[src/rtl/hazard_pkg.sv]
// Shared encodings for the forwarding/hazard unit: operand-mux selects and MC tracker states.
`default_nettype none

package hazard_pkg;

  localparam logic [1:0] FWD_RF  = 2'b00;
  localparam logic [1:0] FWD_MEM = 2'b01;
  localparam logic [1:0] FWD_WB  = 2'b10;
  localparam logic [1:0] FWD_MC  = 2'b11;

  typedef enum logic [1:0] {
    IDLE = 2'd0,
    BUSY = 2'd1,
    DONE = 2'd2
  } mc_state_e;

endpackage

`default_nettype wire

[src/rtl/mc_tracker.sv]
// Tracks one in-flight multi-cycle ALU op: countdown FSM plus its destination register.
`default_nettype none

module mc_tracker
  import hazard_pkg::*;
#(
  parameter int REG_AW = 4,
  parameter int MC_LAT = 4
) (
  input  logic              clk,
  input  logic              rst,
  input  logic              accept_i,
  input  logic [REG_AW-1:0] dst_i,
  output logic              mc_busy_o,
  output logic              mc_done_o,
  output logic [REG_AW-1:0] mc_dst_o,
  output logic              in_done_o
);

  localparam int CNT_W = $clog2(MC_LAT + 1);

  mc_state_e         state_q, state_d;
  logic [CNT_W-1:0]  cnt_q, cnt_d;
  logic [REG_AW-1:0] dst_q, dst_d;

  always_ff @(posedge clk or posedge rst) begin
    if (rst) begin
      state_q <= IDLE;
      cnt_q   <= '0;
      dst_q   <= '0;
    end else begin
      state_q <= state_d;
      cnt_q   <= cnt_d;
      dst_q   <= dst_d;
    end
  end

  // Loading MC_LAT-1 and leaving BUSY when the count reaches 1 puts DONE
  // exactly MC_LAT cycles after the accepting edge.
  always_comb begin
    state_d = state_q;
    cnt_d   = cnt_q;
    dst_d   = dst_q;
    case (state_q)
      IDLE, DONE: begin
        if (accept_i) begin
          state_d = BUSY;
          cnt_d   = CNT_W'(MC_LAT - 1);
          dst_d   = dst_i;
        end else if (state_q == DONE) begin
          state_d = IDLE;
        end
      end
      BUSY: begin
        if (cnt_q == CNT_W'(1)) begin
          state_d = DONE;
          cnt_d   = '0;
        end else begin
          cnt_d = cnt_q - 1'b1;
        end
      end
      default: state_d = IDLE;
    endcase
  end

  assign mc_busy_o = (state_q == BUSY);
  assign mc_done_o = (state_q == DONE);
  assign in_done_o = (state_q == DONE);
  assign mc_dst_o  = dst_q;

endmodule

`default_nettype wire

[src/rtl/fwd_hazard_unit.sv]
// EX operand forwarding selects, load-use / multi-cycle hazard stall and stall counter.
`default_nettype none

module fwd_hazard_unit
  import hazard_pkg::*;
#(
  parameter int REG_AW      = 4,
  parameter int NUM_SRC     = 2,
  parameter int MC_LAT      = 4,
  parameter int ZERO_REG_EN = 1,
  parameter int STALL_CNT_W = 16
) (
  input  logic                      clk,
  input  logic                      rst,
  input  logic                      id_valid_i,
  input  logic [NUM_SRC*REG_AW-1:0] id_src_i,
  input  logic [NUM_SRC-1:0]        id_src_used_i,
  input  logic                      id_wr_i,
  input  logic [REG_AW-1:0]         id_dst_i,
  input  logic                      id_mc_i,
  input  logic [NUM_SRC*REG_AW-1:0] ex_src_i,
  input  logic                      ex_wr_i,
  input  logic                      ex_is_load_i,
  input  logic [REG_AW-1:0]         ex_dst_i,
  input  logic                      mem_wr_i,
  input  logic [REG_AW-1:0]         mem_dst_i,
  input  logic                      wb_wr_i,
  input  logic [REG_AW-1:0]         wb_dst_i,
  output logic [NUM_SRC*2-1:0]      fwd_sel_o,
  output logic                      stall_o,
  output logic                      mc_busy_o,
  output logic                      mc_done_o,
  output logic [REG_AW-1:0]         mc_dst_o,
  output logic [STALL_CNT_W-1:0]    stall_cnt_o
);

  logic               mc_accept;
  logic               mc_in_done;
  logic [NUM_SRC-1:0] lu_hit;
  logic [NUM_SRC-1:0] raw_hit;
  logic               haz_lu, haz_raw, haz_waw, haz_struct;
  logic               dst_nz;
  logic [STALL_CNT_W-1:0] stall_cnt_q;

  for (genvar g = 0; g < NUM_SRC; g++) begin : g_src
    logic [REG_AW-1:0] ex_a;
    logic [REG_AW-1:0] id_a;
    logic              ex_nz;
    logic              id_nz;
    logic [1:0]        sel;

    assign ex_a  = ex_src_i[g*REG_AW +: REG_AW];
    assign id_a  = id_src_i[g*REG_AW +: REG_AW];
    // Masking one side of each equality is enough: a match implies both are zero.
    assign ex_nz = (ZERO_REG_EN == 0) || (ex_a != '0);
    assign id_nz = (ZERO_REG_EN == 0) || (id_a != '0);

    always_comb begin
      sel = FWD_RF;
      if (ex_nz && mem_wr_i && (mem_dst_i == ex_a)) begin
        sel = FWD_MEM;
      end else if (ex_nz && wb_wr_i && (wb_dst_i == ex_a)) begin
        sel = FWD_WB;
      end else if (ex_nz && mc_in_done && (mc_dst_o == ex_a)) begin
        sel = FWD_MC;
      end
    end

    assign fwd_sel_o[g*2 +: 2] = sel;
    assign lu_hit[g]  = id_nz && id_src_used_i[g] && (id_a == ex_dst_i);
    assign raw_hit[g] = id_nz && id_src_used_i[g] && (id_a == mc_dst_o);
  end

  assign dst_nz     = (ZERO_REG_EN == 0) || (id_dst_i != '0);
  assign haz_lu     = ex_is_load_i && ex_wr_i && (|lu_hit);
  assign haz_raw    = mc_busy_o && (|raw_hit);
  assign haz_waw    = mc_busy_o && id_wr_i && dst_nz && (id_dst_i == mc_dst_o);
  assign haz_struct = mc_busy_o && id_mc_i;
  assign stall_o    = id_valid_i && (haz_lu || haz_raw || haz_waw || haz_struct);
  assign mc_accept  = id_valid_i && id_mc_i && !stall_o;

  mc_tracker #(
    .REG_AW (REG_AW),
    .MC_LAT (MC_LAT)
  ) u_mc_tracker (
    .clk       (clk),
    .rst       (rst),
    .accept_i  (mc_accept),
    .dst_i     (id_dst_i),
    .mc_busy_o (mc_busy_o),
    .mc_done_o (mc_done_o),
    .mc_dst_o  (mc_dst_o),
    .in_done_o (mc_in_done)
  );

  always_ff @(posedge clk or posedge rst) begin
    if (rst) begin
      stall_cnt_q <= '0;
    end else if (stall_o && (stall_cnt_q != '1)) begin
      stall_cnt_q <= stall_cnt_q + 1'b1;
    end
  end

  assign stall_cnt_o = stall_cnt_q;

endmodule

`default_nettype wire

[config.mk]
export PLATFORM = sky130hd
export DESIGN_NAME = fwd_hazard_unit
export DESIGN_NICKNAME = d
export VERILOG_FILES = /design/src/rtl/hazard_pkg.sv /design/src/rtl/mc_tracker.sv /design/src/rtl/fwd_hazard_unit.sv
export SDC_FILE = /design/constraint.sdc
export NUM_CORES = 1
export LEC_CHECK = 0
export ABC_AREA = 1
export CORE_UTILIZATION = 52
export DETAILED_ROUTE_END_ITERATION = 6
export HOLD_SLACK_MARGIN = 0.02
export MAX_ROUTING_LAYER = met4
export PLACE_DENSITY_LB_ADDON = 0.2
export SLEW_MARGIN = 25
export SYNTH_ARGS = -nofsm -noshare
export SYNTH_HDL_FRONTEND = slang
export SYNTH_SLANG_ARGS = --single-unit
[constraint.sdc]
create_clock -name clk -period 4.2 [get_ports clk]
set_input_delay 0.84 -clock clk [delete_from_list [all_inputs] [get_ports clk]]
set_output_delay 0.84 -clock clk [all_outputs]
set_load 0.005 [all_outputs]
==> results of run 1 <==
==> registers in the layout (all words and copies together), names as in the netlist <==
signal / cells
u_mc_tracker.cnt_q: 3
u_mc_tracker.state_q: 2
stall_cnt_o: 16
u_mc_tracker.mc_dst_o: 4
==> cells by family (layout without fill, tap and decap cells) <==
logic type	Yosys count	after routing	synth area share, %
buf+inv	67	132	12.3
simple gates	220	220	44.7
flops	25	25	25.8
xor+xnor	23	23	8.30
compound gates	27	27	7.37
fa+ha+maj	3	3	1.55
==> through the flow <==
| stage | setup WS (ns) | total power [W] |
|---|---|---|
| after floorplan | 1.81 | 0.000751 |
| after global placement | 0.687 | 0.000925 |
| after detailed placement | 0.665 | 0.000937 |
| after CTS | 0.657 | 0.00108 |
| after global routing | 0.532 | 0.00116 |
| final | 0.649 | 0.00108 |
==> path summary, 6_finish.rpt <==
kind	depth (start not counted)	slack [ns]	startpoint	to
max	7	0.65	ex_src_i[7]	fwd_sel_o[2]
max reg2reg	7	2.27	stall_cnt_o[0]	stall_cnt_o[6]
min in group asynchronous	2	0.91	rst	stall_cnt_o[11]
max in group asynchronous	2	2.93	rst	u_mc_tracker.mc_dst_o[2]
min	1	0.51	u_mc_tracker.cnt_q[2]	u_mc_tracker.state_q[1]
min reg2reg	1	0.51	u_mc_tracker.cnt_q[2]	u_mc_tracker.state_q[1]
==> worst max-delay path: cells and delay by family <==
family | cells | cell delay (ns)
buffers and inverters | 2 | 1.02
and+or+nand+nor | 2 | 0.36
AOI/OAI and AO/OA | 2 | 0.28
xor gates and xnor gates | 1 | 0.21
==> power breakdown <==
part	internal [W]	switching (W)
clock	0.0000665	0.0000796
sequential	0.000294	0.0000920
combinational	0.000255	0.000288
==> placed cells by master (no fill, tap or decap), types with 9 or more instances in the layout <==
cell,synthesis,routed
a21oi_1,11,11
xor2_1,19,19
nor3_1,9,9
nor2_1,39,39
clkdlybuf4s50_1,0,69
nand2_2,19,19
nand2_1,96,96
inv_1,54,53
nand4_1,27,27
dfrtp_1,25,25
nand3_1,15,15
==> metal layers <==
| metal | wire length, um | GRT usage [%] | part of all wire [%] |
|---|---|---|---|
| met3 | 330 | 2.60 | 5.4 |
| met4 | 116 | 9.11 | 1.9 |
| met2 | 2990 | 43.9 | 49 |
| met1 | 2690 | 31.0 | 44 |
| met5 | 0 | - | 0 |
==> area by class of cell <==
cell class / instances / area (um2) / area share (%)
well taps: 52 / 65.1 / 2.06
inverters: 58 / 218 / 6.90
clock inverters: 1 / 5.00 / 0.159
clock buffers: 3 / 41.3 / 1.31
repair buffers: 70 / 698 / 22.1
flip-flops and latches: 25 / 626 / 19.8
multi-input cells: 273 / 1500 / 47.6
==> impl_metrics.env, run 1 <==
export IMPL_die_w_um=70.3
export IMPL_grt_pass1_vias=2332
export IMPL_startpoint_type="input port"
export IMPL_worst_pin_slew_ns=0.525
export IMPL_cts_made_buffers=3
export IMPL_hold_slack_ns=0.510
export IMPL_h_tree_depth=1
export IMPL_grt_pass1_wl_um=10100
export IMPL_clk_pin_slew_worst_paths_ns=0.09
export IMPL_clock_latency_ns=0.27
export IMPL_io_pins=70
export IMPL_wire_per_inst_um=12.7
export IMPL_io_buffers=69
export IMPL_slew_viol_final=0
export IMPL_remaining_drc_errors=0
export IMPL_critical_path_max_fanout=4
export IMPL_synth_top_area_share_pct=25.8
export IMPL_ys_warn_count=0
export IMPL_async_reset_ff_share_pct=100
export IMPL_die_area_um2=4940
export IMPL_cts_tree="yes"
export IMPL_maxCapViolCount=0
export IMPL_cts_buffer_depth=2
export IMPL_gr_usage_all_layers_pct=25.6
export IMPL_end_kind="output pin"
export IMPL_cts_setup_buffers=0
export IMPL_synth_nets=411
export IMPL_cp_common_cell="clkdlybuf4s50_1"
export IMPL_die_height_um=70.3
export IMPL_drt_initial_drc_count=112
export IMPL_cpMaxStageDelayCell="clkdlybuf4s50_1"
export IMPL_postRouteAntennaNets=0
export IMPL_nets=477
export IMPL_outcome="finished, final reports clean"
export IMPL_routed_wl_um=6130
export IMPL_final_hold_viol_count=0
export IMPL_antenna_found_initial=0
export IMPL_synthFlopType="dfrtp_1"
export IMPL_ys_ff_latch=25
export IMPL_yosys_top_cells_area="dfrtp_1, nand2_1, inv_1, nand4_1, xor2_1"
export IMPL_cts_num_sinks=25
export IMPL_routed_via_density=5.28
export IMPL_fin_crit_sh_pct=84.5
export IMPL_antenna_cells=0
export IMPL_synth_largest_area_cell="dfrtp_1"
export IMPL_core_um2=4410
export IMPL_placed_cells=478
export IMPL_yosysMostFrequentCell="nand2_1"
export IMPL_leakage_nw=1.57
export IMPL_maxSlewHeadroom_pct=64.9
export IMPL_synthCells=365
export IMPL_period_needed_ns=3.55
export IMPL_holdBufCountCts=0
export IMPL_post_route_cell_area_um2=3160
export IMPL_vias=2544
export IMPL_fmax_mhz=282
export IMPL_fin_cells=482
export IMPL_synth_common_cells="nand2_1, inv_1, nor2_1"
export IMPL_synth_area_um2=2430
export IMPL_p_per_area_nw_per_um2=341
export IMPL_rsz0062_at_grt="no"
export IMPL_setup_tns_final_ns=0
export IMPL_gp_congestion=0.970
export IMPL_setup_violations=0
export IMPL_synth_edf_count=0
export IMPL_hp_class="flip-flop to flip-flop"
export IMPL_finalCoreUtilization_pct=71.5
export IMPL_overflow=0
export IMPL_syn_area_per_cell_um2=6.65
export IMPL_cpPeakStageDelay_ns=0.53
export IMPL_area_delta_synth_final_pct=30.0
export IMPL_fin_skew_ns=0.00586
export IMPL_fill_cells=383
export IMPL_cp_data_required_time_ns=3.36
export IMPL_dpl_instance_area_um2=3110
export IMPL_crit_chain="clkdlybuf4s50_1 > xor2_1 > a21oi_1 > nand4_1 > nor3_1 > a21o_1 > clkdlybuf4s50_1"
export IMPL_dr_pass1_iters=4
export IMPL_grt_max_degree=26
export IMPL_cp_arrival_ns=2.71
export IMPL_cts_repair_resized=0
export IMPL_cts_root_buf="clkbuf_8"
export IMPL_rows=24
export IMPL_ys_types=34
export IMPL_worstSetupPathType="input port to output pin"
export IMPL_drive_above_1_share_pct=10.5
export IMPL_start_util_pct=55.0
export IMPL_irDropWorstVdd_v=0.000210
export IMPL_hpwl_um=4710
export IMPL_ys_seq_area_share_pct=25.8
(Power assumes the default switching activity.)
==> run 2: changes to the inputs <==
--- a/config.mk
+++ b/config.mk
@@ -6,7 +6,7 @@
 export NUM_CORES = 1
 export LEC_CHECK = 0
 export ABC_AREA = 1
-export CORE_UTILIZATION = 52
+export CORE_UTILIZATION = 49
 export DETAILED_ROUTE_END_ITERATION = 6
 export HOLD_SLACK_MARGIN = 0.02
 export MAX_ROUTING_LAYER = met4
==> constraint.sdc (replaced) <==
create_clock -name clk -period 3.28 [get_ports clk]
set_input_delay 0.656 -clock clk [delete_from_list [all_inputs] [get_ports clk]]
set_output_delay 0.656 -clock clk [all_outputs]
set_load 0.005 [all_outputs]
==> run 2 against run 1 <==
Compared with the run above:
- clock skew up 0.0013 ns
- global-route usage down 0.62 points
- clock-buffer cell count up 1
- first-iteration DRC count down 1.8%
- final cell count up 3.1%
- register-to-register slack worse by 0.90 ns
- worst hold slack better by 0.0033 ns
- setup slack worse by 0.53 ns
- largest cell class unchanged
- sequential cell count unchanged
==> impl_metrics.env, run 2 (synthesis gave the netlist of run 1 again) <==
export IMPL_cts_repair_resized=0
export IMPL_cts_setup_buffers=0
export IMPL_fin_cells=497
export IMPL_die_height_um=72.4
export IMPL_outcome="finished, final reports clean"
export IMPL_p_per_area_nw_per_um2=435
export IMPL_r2r_start="stall_cnt_o[1]"
export IMPL_highest_layer="met4"
export IMPL_cts_made_buffers=3
export IMPL_gr_usage_all_layers_pct=24.9
export IMPL_clock_latency_ns=0.27
export IMPL_grt_max_degree=26
export IMPL_end_kind="output pin"
export IMPL_setup_violations=0
export IMPL_drt_initial_drc_count=110
export IMPL_routed_wl_um=5980
export IMPL_area_delta_synth_final_pct=30.7
export IMPL_routed_via_density=5.18
export IMPL_fin_crit_sh_pct=96.5
export IMPL_irDropWorstVdd_v=0.000230
export IMPL_slew_viol_final=0
export IMPL_startpoint_type="input port"
export IMPL_maxCapViolCount=0
export IMPL_nets=477
export IMPL_grt_pass1_vias=2462
export IMPL_hp_start="u_mc_tracker.cnt_q[2]"
export IMPL_overflow=0
export IMPL_fin_skew_ns=0.00714
export IMPL_hp_class="flip-flop to flip-flop"
export IMPL_setup_tns_final_ns=0
export IMPL_met1Wirelength_um=2640
export IMPL_routed_wl_met2_um=2910
export IMPL_start_util_pct=51.1
export IMPL_cts_num_sinks=25
export IMPL_layout_commonest_cell="nand2_1"
export IMPL_hpwl_um=4590
export IMPL_placed_cells=493
export IMPL_holdBufCountCts=0
export IMPL_vias=2572
export IMPL_period_needed_ns=3.17
export IMPL_grt_pass1_wl_um=10200
export IMPL_die_area_um2=5240
export IMPL_postRouteAntennaNets=0
export IMPL_cp_arrival_ns=2.51
export IMPL_mostFrequentLayoutCells="nand2_1, clkdlybuf4s50_1, inv_1, nor2_1, nand4_1"
export IMPL_io_pins=70
export IMPL_largest_reg_flops=16
export IMPL_cts_tree="yes"
export IMPL_worst_pin_slew_ns=0.519
export IMPL_antenna_found_initial=0
export IMPL_leakage_nw=1.57
export IMPL_io_buffers=69
export IMPL_fmax_mhz=316
export IMPL_drive_above_1_share_pct=10.2
export IMPL_remaining_drc_errors=0
export IMPL_reg2reg_slack_ns=1.37
export IMPL_rsz0062_at_grt="no"
export IMPL_die_w_um=72.4
export IMPL_critical_path_max_fanout=4
export IMPL_cp_data_required_time_ns=2.62
export IMPL_cts_root_buf="clkbuf_8"
export IMPL_dr_pass1_iters=4
export IMPL_worstSetupStartpoint="ex_src_i[7]"
export IMPL_wire_per_inst_um=12.0
export IMPL_h_tree_depth=1
export IMPL_maxSlewHeadroom_pct=65.4
export IMPL_core_um2=4750
export IMPL_finalCoreUtilization_pct=66.7
export IMPL_gp_congestion=0.936
export IMPL_antenna_cells=0
export IMPL_clk_pin_slew_worst_paths_ns=0.08
export IMPL_final_hold_viol_count=0
export IMPL_worstSetupPathType="input port to output pin"
export IMPL_rows=25
export IMPL_routed_wl_met3_um=369
export IMPL_cts_buffer_depth=2
run 2: cell count changes in the layout (fill, tap and decap cells not counted), sizes merged:
cell,change
clkbuf,+1
clkinv,-1
run 2: power by group:
group	internal, W	switching, W
clock	0.0000869	0.0000955
combinational	0.000327	0.000377
sequential	0.000377	0.000117
total	0.000791	0.000590
run 2: path summary, 6_finish.rpt:
path	endpoint	depth (start not counted)
worst min register to register	u_mc_tracker.state_q[1]	1
worst max register to register	stall_cnt_o[13]	7
worst max-delay path	fwd_sel_o[2]	7
worst min-delay path	u_mc_tracker.state_q[1]	1
min in group asynchronous	stall_cnt_o[3]	2
max in group asynchronous	stall_cnt_o[8]	2
run 2: area by class of cell:
cell class              count  area [um2]
flip-flops and latches     25         626
fillers                   431        1580
multi-input cells         273        1500
clock buffers               4        45.0
repair buffers             70         698
inverters                  58         218
well taps                  67        83.8
run 2: stage by stage:
stage / total power [W] / instance area, um2 / setup WS, ns / hold slack (ns)
final: 0.00138 / 3170 / 0.115 / 0.514
after floorplan: 0.000962 / 2430 / 1.26 / 0.470
after global routing: 0.00150 / 3170 / 0.0130 / 0.521
after detailed placement: 0.00121 / 3130 / 0.137 / 0.492
after CTS: 0.00139 / 3170 / 0.129 / 0.512
after global placement: 0.00119 / 3130 / 0.167 / 0.496
run 2: per-layer routing:
metal  track usage (%)  vias up
li1                  -     1298
met1              29.0     1188
met2              45.4       79
met3              2.36        7
met4              7.41        0
met5                 -        -
run 2: worst max-delay path, stage by stage:
cell and delay (ns):
clkdlybuf4s50_1 0.54, xor2_1 0.21, a21oi_1 0.16, nand4_1 0.10
nor3_1 0.25, a21o_1 0.12, clkdlybuf4s50_1 0.48
==> run 3: changes to the inputs <==
--- a/config.mk
+++ b/config.mk
@@ -6,7 +6,10 @@
 export NUM_CORES = 1
 export LEC_CHECK = 0
 export ABC_AREA = 1
-export CORE_UTILIZATION = 49
+export CELL_PAD_IN_SITES_DETAIL_PLACEMENT = 1
+export CELL_PAD_IN_SITES_GLOBAL_PLACEMENT = 1
+export CORE_ASPECT_RATIO = 1.1
+export CORE_UTILIZATION = 33
 export DETAILED_ROUTE_END_ITERATION = 6
 export HOLD_SLACK_MARGIN = 0.02
 export MAX_ROUTING_LAYER = met4
==> run 3 against run 2 <==
Compared with the run above:
- sequential share of layout area fell by 0.45 points
- die area rose by 47%
- wire length rose by 23%
- highest routed layer unchanged
- final area rose by 2.3%
- sequential cell count did not move
- largest cell class unchanged
- global-route usage fell by 5.0 points
- clock power barely moved
- combinational power rose by 2%
- clock-buffer cell count did not move
- first-iteration DRC count fell by 48%
- final cell count rose by 4.4%
- clock skew fell by 0.0037 ns
==> impl_metrics.env, run 3 (synthesis gave the netlist of run 1 again) <==
export IMPL_cts_buffer_depth=2
export IMPL_fin_crit_sh_pct=97.7
export IMPL_die_height_um=92.0
export IMPL_dr_pass1_iters=4
export IMPL_startpoint_type="input port"
export IMPL_area_delta_synth_final_pct=33.8
export IMPL_fmax_mhz=312
export IMPL_rows=32
export IMPL_cts_root_buf="clkbuf_8"
export IMPL_routed_wl_um=7350
export IMPL_worst_slack_ns=0.0747
export IMPL_leakage_nw=1.59
export IMPL_io_pins=70
export IMPL_period_needed_ns=3.21
export IMPL_cp_arrival_ns=2.55
export IMPL_grt_max_degree=26
export IMPL_rsz0062_at_grt="yes"
export IMPL_gr_usage_all_layers_pct=20.0
export IMPL_setup_tns_final_ns=0
export IMPL_end_kind="output pin"
export IMPL_cts_tree="yes"
export IMPL_gp_congestion=0.837
export IMPL_remaining_drc_errors=0
export IMPL_clk_pin_slew_worst_paths_ns=0.09
export IMPL_drive_above_1_share_pct=11.8
export IMPL_dpl_instance_area_um2=3180
export IMPL_maxCapViolCount=0
export IMPL_worst_pin_slew_ns=0.557
export IMPL_fin_skew_ns=0.00339
export IMPL_antenna_found_initial=0
export IMPL_dp_slack_ns=0.0733
export IMPL_postRouteAntennaNets=0
export IMPL_die_area_um2=7700
export IMPL_outcome="finished, final reports clean"
export IMPL_largest_reg_flops=16
export IMPL_clock_latency_ns=0.27
export IMPL_cts_made_buffers=3
export IMPL_hpwl_um=5760
export IMPL_drt_initial_drc_count=57
export IMPL_final_hold_viol_count=0
export IMPL_fill_cells=921
export IMPL_maxSlewHeadroom_pct=62.6
export IMPL_antenna_cells=0
export IMPL_core_um2=7050
export IMPL_io_buffers=69
export IMPL_slew_viol_final=0
export IMPL_irDropWorstVdd_v=0.000191
export IMPL_h_tree_depth=1
export IMPL_wire_per_inst_um=14.2
export IMPL_p_per_area_nw_per_um2=431
export IMPL_cp_data_required_time_ns=2.62
export IMPL_routed_via_density=4.91
export IMPL_grt_pass1_wl_um=12200
export IMPL_setup_violations=0
export IMPL_cts_num_sinks=25
export IMPL_start_util_pct=34.4
export IMPL_vias=2550
export IMPL_post_route_cell_area_um2=3250
export IMPL_critical_path_max_fanout=4
export IMPL_die_w_um=83.8
export IMPL_layout_commonest_cell="nand2_1"
export IMPL_overflow=0
export IMPL_mostFrequentLayoutCells="nand2_1, clkdlybuf4s50_1, inv_1, nor2_1, nand4_1"
export IMPL_nets=481
export IMPL_worstSetupPathType="input port to output pin"
export IMPL_hp_class="flip-flop to flip-flop"
export IMPL_grt_pass1_vias=2661
## run 3: through the flow
step                std cells  hold WS (ns)  utilization, %  power, W
CTS                       519         0.516            45.8   0.00142
finish                    519         0.510            46.1   0.00140
global placement          515         0.482            45.1   0.00122
floorplan                 365         0.470               -  0.000962
global route              519         0.536            46.1   0.00153
detailed placement        515         0.502            45.1   0.00124
## run 3: routing by layer
| layer | vias up | track usage (%) | part of all wire [%] |
|---|---|---|---|
| li1 | 1299 | - | - |
| met4 | 0 | 4.10 | 0.75 |
| met5 | - | - | 0 |
| met2 | 54 | 36.7 | 52 |
| met3 | 5 | 1.53 | 3.3 |
| met1 | 1192 | 23.8 | 44 |
## run 3: where the power goes
group	leakage, nW	internal [W]	switching [W]	total (W)
combinational	1.24	0.000331	0.000386	0.000717
clock	0.0228	0.0000869	0.0000964	0.000183
sequential	0.331	0.000377	0.000122	0.000499
total	1.59	0.000795	0.000604	0.00140
## run 3: critical path: stages
cell and delay (ns):
clkdlybuf4s50_1 0.47, buf_4 0.18, nor4_2 0.34, inv_1 0.11, nand4_1 0.15, inv_1 0.05, a21o_1 0.15, clkdlybuf4s50_1 0.45
## run 3: path summary, 6_finish.rpt
path / endpoint / startpoint / cells after the start / slack (ns)
worst max-delay path: fwd_sel_o[2] / ex_src_i[5] / 8 / 0.07
max in group asynchronous: stall_cnt_o[6] / rst / 3 / 2.29
worst min register to register: u_mc_tracker.state_q[1] / u_mc_tracker.cnt_q[2] / 1 / 0.51
worst min-delay path: u_mc_tracker.state_q[1] / u_mc_tracker.cnt_q[2] / 1 / 0.51
worst max register to register: stall_cnt_o[14] / stall_cnt_o[0] / 7 / 1.25
min in group asynchronous: u_mc_tracker.cnt_q[0] / rst / 3 / 0.73
## run 3: area by class of cell
cell class / instances / area (um2) / share of cell area [%]
clock buffers: 4 / 45.0 / 1.39
repair buffers: 74 / 728 / 22.4
well taps: 85 / 106 / 3.28
flip-flops and latches: 25 / 626 / 19.3
multi-input cells: 273 / 1520 / 46.9
inverters: 58 / 218 / 6.71
## run 3: timing repair
action,in CTS,in global routing
gates resized for setup,0,5
hold buffers,0,0
buffers inserted,0,0
setup endpoints to repair,0,3
